`config.mk`:
```
export PLATFORM = sky130hd
export DESIGN_NAME = ov5640_capture
export DESIGN_NICKNAME = d
export VERILOG_FILES = /design/src/rtl/ov5640_cap_pkg.sv /design/src/rtl/cdc_sync_bit.sv /design/src/rtl/ov5640_capture.sv
export SDC_FILE = /design/constraint.sdc
export NUM_CORES = 1
export LEC_CHECK = 0
export CORE_MARGIN = 4
export CORE_UTILIZATION = 35
export CTS_CLUSTER_DIAMETER = 120
export DETAILED_ROUTE_END_ITERATION = 10
export GPL_ROUTABILITY_DRIVEN = 0
export GPL_TIMING_DRIVEN = 0
export PLACE_DENSITY = 0.54
export RECOVER_POWER = 100
export SYNTH_ARGS = -nofsm -noshare
export SYNTH_HDL_FRONTEND = slang
export SYNTH_SLANG_ARGS = --single-unit
export TNS_END_PERCENT = 1
```
`constraint.sdc`:
```
create_clock -name cam_pclk -period 10.2 [get_ports cam_pclk]
set_input_delay 3.06 -clock cam_pclk [delete_from_list [all_inputs] [get_ports cam_pclk]]
set_output_delay 3.06 -clock cam_pclk [all_outputs]
set_load 0.02 [all_outputs]
```
`src/rtl/ov5640_cap_pkg.sv`:
```
// Shared types and helpers for the OV5640 DVP pixel-capture stage.
package ov5640_cap_pkg;

  typedef enum logic [1:0] {
    WAIT_INIT,
    SKIP,
    RUN
  } cap_state_e;

  localparam int COORD_W = 12;
  localparam logic [COORD_W-1:0] COORD_MAX = '1;

  // RGB565 as the sensor delivers it: first byte = R[4:0],G[5:3]; second = G[2:0],B[4:0].
  typedef struct packed {
    logic [4:0] r;  // [15:11]
    logic [5:0] g;  // [10:5]
    logic [4:0] b;  // [4:0]
  } rgb565_t;

  function automatic logic [COORD_W-1:0] sat_inc(input logic [COORD_W-1:0] v);
    return (v == COORD_MAX) ? v : v + COORD_W'(1);
  endfunction

endpackage

```
`src/rtl/cdc_sync_bit.sv`:
```
// Two-flop synchroniser for a single slow level crossing into the local clock.
module cdc_sync_bit (
  input  logic clk,
  input  logic rst,
  input  logic d_i,
  output logic q_o
);

  logic meta_q;
  logic sync_q;

  always_ff @(posedge clk or posedge rst) begin
    if (rst) begin
      meta_q <= 1'b0;
      sync_q <= 1'b0;
    end else begin
      // NOTE: non-blocking so the second flop samples the first flop's pre-edge value.
      meta_q <= d_i;
      sync_q <= meta_q;
    end
  end

  assign q_o = sync_q;

endmodule

```
`src/rtl/ov5640_capture.sv`:
```
// OV5640 DVP capture: skips settling frames after config, then packs byte pairs
// into RGB565 pixels with coordinates, frame-done and geometry-error status.
module ov5640_capture
  import ov5640_cap_pkg::*;
#(
  parameter int WAIT_FRAME   = 10,
  parameter int CMOS_H_PIXEL = 1024,
  parameter int CMOS_V_PIXEL = 768
) (
  input  logic               cam_pclk,
  input  logic               rst,
  input  logic               cam_init_done,
  input  logic               cam_vsync,
  input  logic               cam_href,
  input  logic [7:0]         cam_data,
  output logic               cmos_frame_vsync,
  output logic               cmos_frame_href,
  output logic               cmos_frame_valid,
  output logic [15:0]        cmos_frame_data,
  output logic [COORD_W-1:0] cmos_pix_x,
  output logic [COORD_W-1:0] cmos_pix_y,
  output logic               cmos_frame_done,
  output logic               cmos_size_err
);

  localparam logic [3:0]         SKIP_LAST = 4'(WAIT_FRAME - 1);
  localparam logic [COORD_W-1:0] H_PIX     = COORD_W'(CMOS_H_PIXEL);
  localparam logic [COORD_W-1:0] V_PIX     = COORD_W'(CMOS_V_PIXEL);

  logic init_sync;

  cdc_sync_bit u_init_sync (
    .clk (cam_pclk),
    .rst (rst),
    .d_i (cam_init_done),
    .q_o (init_sync)
  );

  logic       vsync_d0_q, vsync_d1_q, href_d0_q, href_d1_q;
  logic [7:0] data_d0_q;
  logic       vs_rise, href_fall;

  always_ff @(posedge cam_pclk or posedge rst) begin
    if (rst) begin
      vsync_d0_q <= 1'b0;
      vsync_d1_q <= 1'b0;
      href_d0_q  <= 1'b0;
      href_d1_q  <= 1'b0;
      data_d0_q  <= '0;
    end else begin
      vsync_d0_q <= cam_vsync;
      vsync_d1_q <= vsync_d0_q;
      href_d0_q  <= cam_href;
      href_d1_q  <= href_d0_q;
      data_d0_q  <= cam_data;
    end
  end

  assign vs_rise   = vsync_d0_q & ~vsync_d1_q;
  assign href_fall = href_d1_q & ~href_d0_q;

  cap_state_e state_q, state_d;
  logic [3:0] skip_cnt_q, skip_cnt_d;
  logic       frame_ok_q, frame_ok_d;

  always_ff @(posedge cam_pclk or posedge rst) begin
    if (rst) begin
      state_q    <= WAIT_INIT;
      skip_cnt_q <= '0;
      frame_ok_q <= 1'b0;
    end else begin
      state_q    <= state_d;
      skip_cnt_q <= skip_cnt_d;
      frame_ok_q <= frame_ok_d;
    end
  end

  always_comb begin
    // NOTE: every output gets a default first so no branch can infer a latch.
    state_d    = state_q;
    skip_cnt_d = skip_cnt_q;
    frame_ok_d = frame_ok_q;
    if (!init_sync) begin
      state_d    = WAIT_INIT;
      skip_cnt_d = '0;
      frame_ok_d = 1'b0;
    end else begin
      unique case (state_q)
        WAIT_INIT: state_d = SKIP;
        SKIP: begin
          if (vs_rise) begin
            if (skip_cnt_q == SKIP_LAST) begin
              state_d    = RUN;
              skip_cnt_d = '0;
              frame_ok_d = 1'b1;  // armed on a boundary, so no partial frame leaks out
            end else begin
              skip_cnt_d = skip_cnt_q + 4'd1;
            end
          end
        end
        RUN:     frame_ok_d = 1'b1;
        default: state_d = WAIT_INIT;
      endcase
    end
  end

  logic               run;
  logic               byte_flag_q, err_pend_q;
  logic [7:0]         hi_q;
  logic [COORD_W-1:0] x_q, y_q;
  logic               valid_q, done_q, size_err_q;
  rgb565_t            pix;
  logic [15:0]        data_q;
  logic [COORD_W-1:0] pix_x_q, pix_y_q;

  assign run = (state_q == RUN) && init_sync;
  assign pix = {hi_q, data_d0_q};

  always_ff @(posedge cam_pclk or posedge rst) begin
    if (rst) begin
      byte_flag_q <= 1'b0;
      err_pend_q  <= 1'b0;
      hi_q        <= '0;
      x_q         <= '0;
      y_q         <= '0;
      valid_q     <= 1'b0;
      done_q      <= 1'b0;
      size_err_q  <= 1'b0;
      data_q      <= '0;
      pix_x_q     <= '0;
      pix_y_q     <= '0;
    end else begin
      valid_q <= 1'b0;
      done_q  <= 1'b0;
      if (!run) begin
        byte_flag_q <= 1'b0;
        err_pend_q  <= 1'b0;
        x_q         <= '0;
        y_q         <= '0;
      end else if (vs_rise) begin
        // Frame boundary outranks any byte in flight on the same edge.
        byte_flag_q <= 1'b0;
        x_q         <= '0;
        y_q         <= '0;
        if (y_q != '0) begin
          done_q     <= 1'b1;
          size_err_q <= err_pend_q | (y_q != V_PIX);
          err_pend_q <= 1'b0;
        end
      end else if (href_d0_q) begin
        byte_flag_q <= ~byte_flag_q;
        if (!byte_flag_q) begin
          hi_q <= data_d0_q;
        end else begin
          valid_q <= 1'b1;
          data_q  <= pix;
          pix_x_q <= x_q;
          pix_y_q <= y_q;
          x_q     <= sat_inc(x_q);
        end
      end else begin
        byte_flag_q <= 1'b0;
        if (href_fall) begin
          x_q <= '0;
          if (x_q != '0) y_q <= sat_inc(y_q);
          if ((x_q != H_PIX) || byte_flag_q) err_pend_q <= 1'b1;
        end
      end
    end
  end

  assign cmos_frame_vsync = frame_ok_q & vsync_d1_q;
  assign cmos_frame_href  = frame_ok_q & href_d1_q;
  assign cmos_frame_valid = valid_q;
  assign cmos_frame_data  = data_q;
  assign cmos_pix_x       = pix_x_q;
  assign cmos_pix_y       = pix_y_q;
  assign cmos_frame_done  = done_q;
  assign cmos_size_err    = size_err_q;

endmodule

```
Yosys cells after proc, flatten, opt, wreduce, memory -nomap -nowiden --
Cells that the tools add are included.
Cells by class: $add $sub $neg 3, equal/unequal tests 22, mux-type cells 40, bitwise gates (word level) 9, reductions and logical operators 14
Operators with widths (number):
- 2-to-1 mux 12 bit | 12
- adder 12 x 1 -> 12 bit (second input constant) | 2
- equality test 12 bit (second input constant) | 2
- nonzero test 12 bit | 2
- 2-to-1 mux 1 bit | 19
- inequality test 3 bit (second input constant) | 6
- 2-to-1 mux 4 bit | 4
- AND reduction 4 bit | 4
- inequality test 12 x 10 -> 1 bit (second input constant) | 1
- inequality test 12 x 11 -> 1 bit (second input constant) | 1
- AND reduction 3 bit | 4
- inequality test 3 x 2 -> 1 bit (second input constant) | 3
- inequality test 4 bit (second input constant) | 2
- 2-to-1 mux 2 bit | 3
- inequality test 2 bit (second input constant) | 3
- case mux 2 bit (3 select lines) | 1
- adder 4 x 1 -> 4 bit (second input constant) | 1
- bitwise AND 1 bit | 4
- equality test 4 bit (second input constant) | 1
- inequality test 4 x 3 -> 1 bit (second input constant) | 1
- inverter 1 bit | 4
- equality test 2 x 1 -> 1 bit (second input constant) | 1
- equality test 2 bit (second input constant) | 1
- zero test 2 bit | 1
- 5 further kinds | 5
Word-level totals: bits in registers 98, input port bits 13, logic and storage cells 109

Longest topological paths before layout --
depth after elaboration 7, gate-level depth with buffers 8, mapped depth without buffers 7

Modules after synthesis --
From an unflattened synthesis, not the netlist that was laid out.
Second synthesis, totals: cell total of the unflattened synthesis 357, area total of the unflattened synthesis 4159.0 µm²
By module, submodules not included:
- ov5640_capture | instances 1, cells an instance 354, area each 4105.2 µm²
- cdc_sync_bit | instances 1, cells an instance 3, area each 53.8 µm²

Worst setup path after synthesis --
No wires, ideal clock.
path type reg-to-output, start register vsync_d1_q, end output cmos_frame_vsync, arrival time 572 ps, data required time 7140 ps, slack 6568 ps, cell stages (with the launch flop) 2, path buffers 0, cell sequence dfrtp_1 -> and2_1
On the way: word-level cells in the longest chain between the ends 1
Ends and longest elaborated chain:
- start: declaration | RTL line ov5640_capture.sv:39 | logic vsync_d0_q, vsync_d1_q, href_d0_q, href_d1_q;
- start signal: assignment | RTL line ov5640_capture.sv:52 | vsync_d1_q <= vsync_d0_q;
- bitwise AND 1 bit | RTL line ov5640_capture.sv:172 | assign cmos_frame_vsync = frame_ok_q & vsync_d1_q;
- end: declaration | RTL line ov5640_capture.sv:16 | output logic cmos_frame_vsync,
Every way passes these cells.

Worst setup path in the final report --
Same ends and word-level chain as after synthesis.

==> metrics.md <==
| Metric | Value |
|---|---|
| Top-area cell type share of the netlist area | `0.579` |
| Endpoint type of the worst setup path | `output pin` |
| Synth cell count leaders | `dfrtp_1, mux2_2, nor2_1, nand2_1, nand3_1` |
| Worst skew pair latency | `0.34 ns` |
| Top cells by area, synth | `dfrtp_1, mux2_2, ha_1, nand3_1, nor2_1` |
| Routed wire per std cell | `around 15 um` |
| Tcrit/Tclk final | `0.449` |
| Buffer and inverter count on the worst path | `1` |
| Vert. Die Dim | `118 um` |
| Setup tns final | `0 ns` |
| Setup Viol. Count Final | `0` |
| Chip Width | `118 um` |
| # rows | `39` |
| Worst R2R Start | `state_q[0]$_DFFE_PP0P_` |
| Critical Path Source Type | `flop` |
| Layout area overhead | `23.9%` |
| Initial Utilization | `0.364` |
| Synth warn | `0` |
| Syn_nets | `363` |
| Final Slew Violations | `37` |
| Vias in the first global route | `2830` |
| Synth Flop Type | `dfrtp_1` |
| Htree depth | `3` |
| Sequential share of the synthesized area | `0.579` |
| Die area | `13900 um^2` |
| Slowest CP cell | `dlygate4sd3_1` |
| CTS tree | `yes` |
| Combinational power share | `0.097` |
| Outcome | `finished with violations` |
| IO buf count | `57` |
| Total wire length | `8270 um` |
| FMAX | `219 MHz` |
| Post-CTS resize count | `0` |
| Post-synthesis cell type count | `50` |
| Max-cap violations | `1` |
| Initial DRT Pass Iterations | `4` |
| WP data required | `7.14 ns` |
| Met2 usage | `0.190` |
| P_int | `0.622 mW` |
| Critical path class | `reg -> out` |
| Root buffer cell | `clkbuf_16` |
| Reg2Reg Depth | `7` |
| #FFs+latches synth | `98` |
| Final instance area | `5240 um^2` |
| Initial antenna violation count | `0` |
| ANT nets after route | `0` |
| Hold Violations, Final | `0` |
| Residual overflow from global routing | `0` |
| Total power | `between 0.8 and 0.9 mW` |
| Most Crowded Layer GR | `met2` |
| Cell area after placement | `5010 um^2` |
| PD cells | `~160 nW/um^2` |
| # DRC | `0` |
| CP Launch Point | `vsync_d1_q$_DFF_PP0_` |
| Clock transition at path regs | `about 0.07 ns` |
| RSZ-0062 raised after global routing | `false` |
| Routed via count | `between 2k and 3k` |
| ANT cells | `0` |
| Fin crit period | `4.58 ns` |
| Delay of the slowest critical-path stage | `between 0.6 and 0.7 ns` |
| Worst-path fanout max | `3` |
| Post-synth EDFFs | `0` |
| Share of layout cells above drive strength 1 | `0.176` |
| Io pins | `58` |
| CTS max path bufs | `2` |
| First-pass GRT wire length | `14200 um` |
| Lkg Pwr | `between 2 and 2.5 nW` |
| Synth Instances | `341` |
| Worst rel slew slack | `-0.100` |
| Syn avg cell area | `12.4 um^2` |
| Pin count of the biggest net entering global routing | `between 60 and 70` |
| Vias per inst | `around 5.0` |
| Worst Clk Skew | `0.00614 ns` |
| Worst Setup EP | `cmos_frame_vsync` |
| R2R Path End | `hi_q[2]$_DFFE_PP0P_` |
| CTS buffer count | `9` |
| Final Net Count | `432` |
| FFs w/ async S/R, synth | `1.00` |
| CP cell instances | `and2_1 > dlygate4sd3_1` |
| Worst-Margin Slew | `1.64 ns` |
| Dpl hpwl | `slightly below 6000 um` |
| Max VDD drop | `around 0.096 mV` |
| Clock share of power | `0.386` |
| Core area | `approximately 12000 um^2` |
| Worst path depth | `2` |
| DR iter-0 viols | `114` |
| Clk sinks | `98` |
| Met3 Use GR | `0.0423` |
| GRT met1 Usage | `0.170` |
| Switching Fraction | `0.243` |
| Synthesized area | `between 4000 and 5000 um^2` |
| Worst hold path type | `reg -> reg` |
| All-Layer GR Usage | `0.125` |
| Critical path data arrival time | `between 1.5 and 2 ns` |
| R2R setup slack | `7.59 ns` |
| Sequential share of power | `0.517` |
| CTS hold repair buffers | `0` |
| Postcts setup bufs | `0` |
| Cell family with most CP delay | `buffers and inverters` |
| Area leader, netlist | `dfrtp_1` |
| Count leader, synth | `dfrtp_1` |
| Failing checks | `max-capacitance violations, max-slew violations` |
| Psw | `0.200 mW` |
==> worst min-delay path by stage <==
stage	startpoint	to	slack, ns	cells past startpoint
floorplan	u_init_sync.meta_q$_DFF_PP0_	u_init_sync.q_o$_DFF_PP0_	0.33	0
global placement	u_init_sync.meta_q$_DFF_PP0_	u_init_sync.q_o$_DFF_PP0_	0.34	0
detailed placement	u_init_sync.meta_q$_DFF_PP0_	u_init_sync.q_o$_DFF_PP0_	0.34	0
CTS	u_init_sync.meta_q$_DFF_PP0_	u_init_sync.q_o$_DFF_PP0_	0.35	0
global route	u_init_sync.meta_q$_DFF_PP0_	u_init_sync.q_o$_DFF_PP0_	0.37	0
finish	u_init_sync.meta_q$_DFF_PP0_	u_init_sync.q_o$_DFF_PP0_	0.35	0
==> worst reg2reg max path: cells and delay by family, from the launching register on <==
| family | cells | cell delay, ns |
|---|---|---|
| fa+ha+maj | 1 | 0.21 |
| buf+inv | 1 | 0.09 |
| flops | 1 | 0.40 |
| mux | 1 | 0.41 |
| simple gates | 4 | 1.38 |
==> area by class of cell <==
type                       instances  area [um^2]
timing repair buffer              58          598
buffer                            11         48.8
clock buffer                      11          243
fill                            1128         6370
tap                              143          179
sequential                        98         2450
inverter                          11         42.5
clock inverter                     5         40.0
multi-input combinational        221         1640
==> power groups by stage <==
stage	clock [mW]	combinational [mW]	sequential (mW)
3_5_place_dp	0	0.0844	0.433
2_1_floorplan	0	0.0560	0.431
4_1_cts	0.330	0.0844	0.426
3_3_place_gp	0	0.0805	0.433
5_1_grt	0.347	0.0896	0.429
6_report	0.318	0.0795	0.425
==> through the flow <==
stage | setup slack [ns] | hold WS (ns) | utilization | cells
2_1_floorplan | 4.58 | 0.331 | - | 341
3_3_place_gp | 3.06 | 0.338 | 0.429 | 541
3_5_place_dp | 6.03 | 0.338 | 0.432 | 542
4_1_cts | 5.69 | 0.353 | 0.456 | 558
5_1_grt | 5.43 | 0.368 | 0.451 | 558
6_report | 5.62 | 0.351 | 0.451 | 558
==> kinds of logic after synthesis <==
logic type	synth area share
DFF	0.579
muxes	0.140
xor gates and xnor gates	0.0166
buffers and inverters	0.0225
and+or+nand+nor	0.156
adders and majority gates	0.0266
AOI/OAI and AO/OA	0.0588
==> flip-flops by register name (all words and copies together), names as in the netlist, 2 cells and up <==
name	count
state_q	2
skip_cnt_q	4
hi_q	8
x_q	12
cmos_frame_data	16
data_d0_q	8
cmos_pix_x	12
y_q	12
cmos_pix_y	12
==> placed cells by master, fill, tap and decap left out, types with 10 or more instances in the layout <==
cell type	netlist	layout
a21oi_1	11	11
dfrtp_1	98	98
dlygate4sd3_1	0	57
inv_1	11	10
mux2_2	43	43
nand2_1	17	17
nand3_1	17	18
nor2_1	20	21
o21ai_0	10	11
==> metal layers <==
metal,wire [um],share of wire
met5,0,0
met2,3770,0.46
met1,3950,0.48
met4,103,0.012
met3,436,0.053
(Power assumes the default switching activity.)
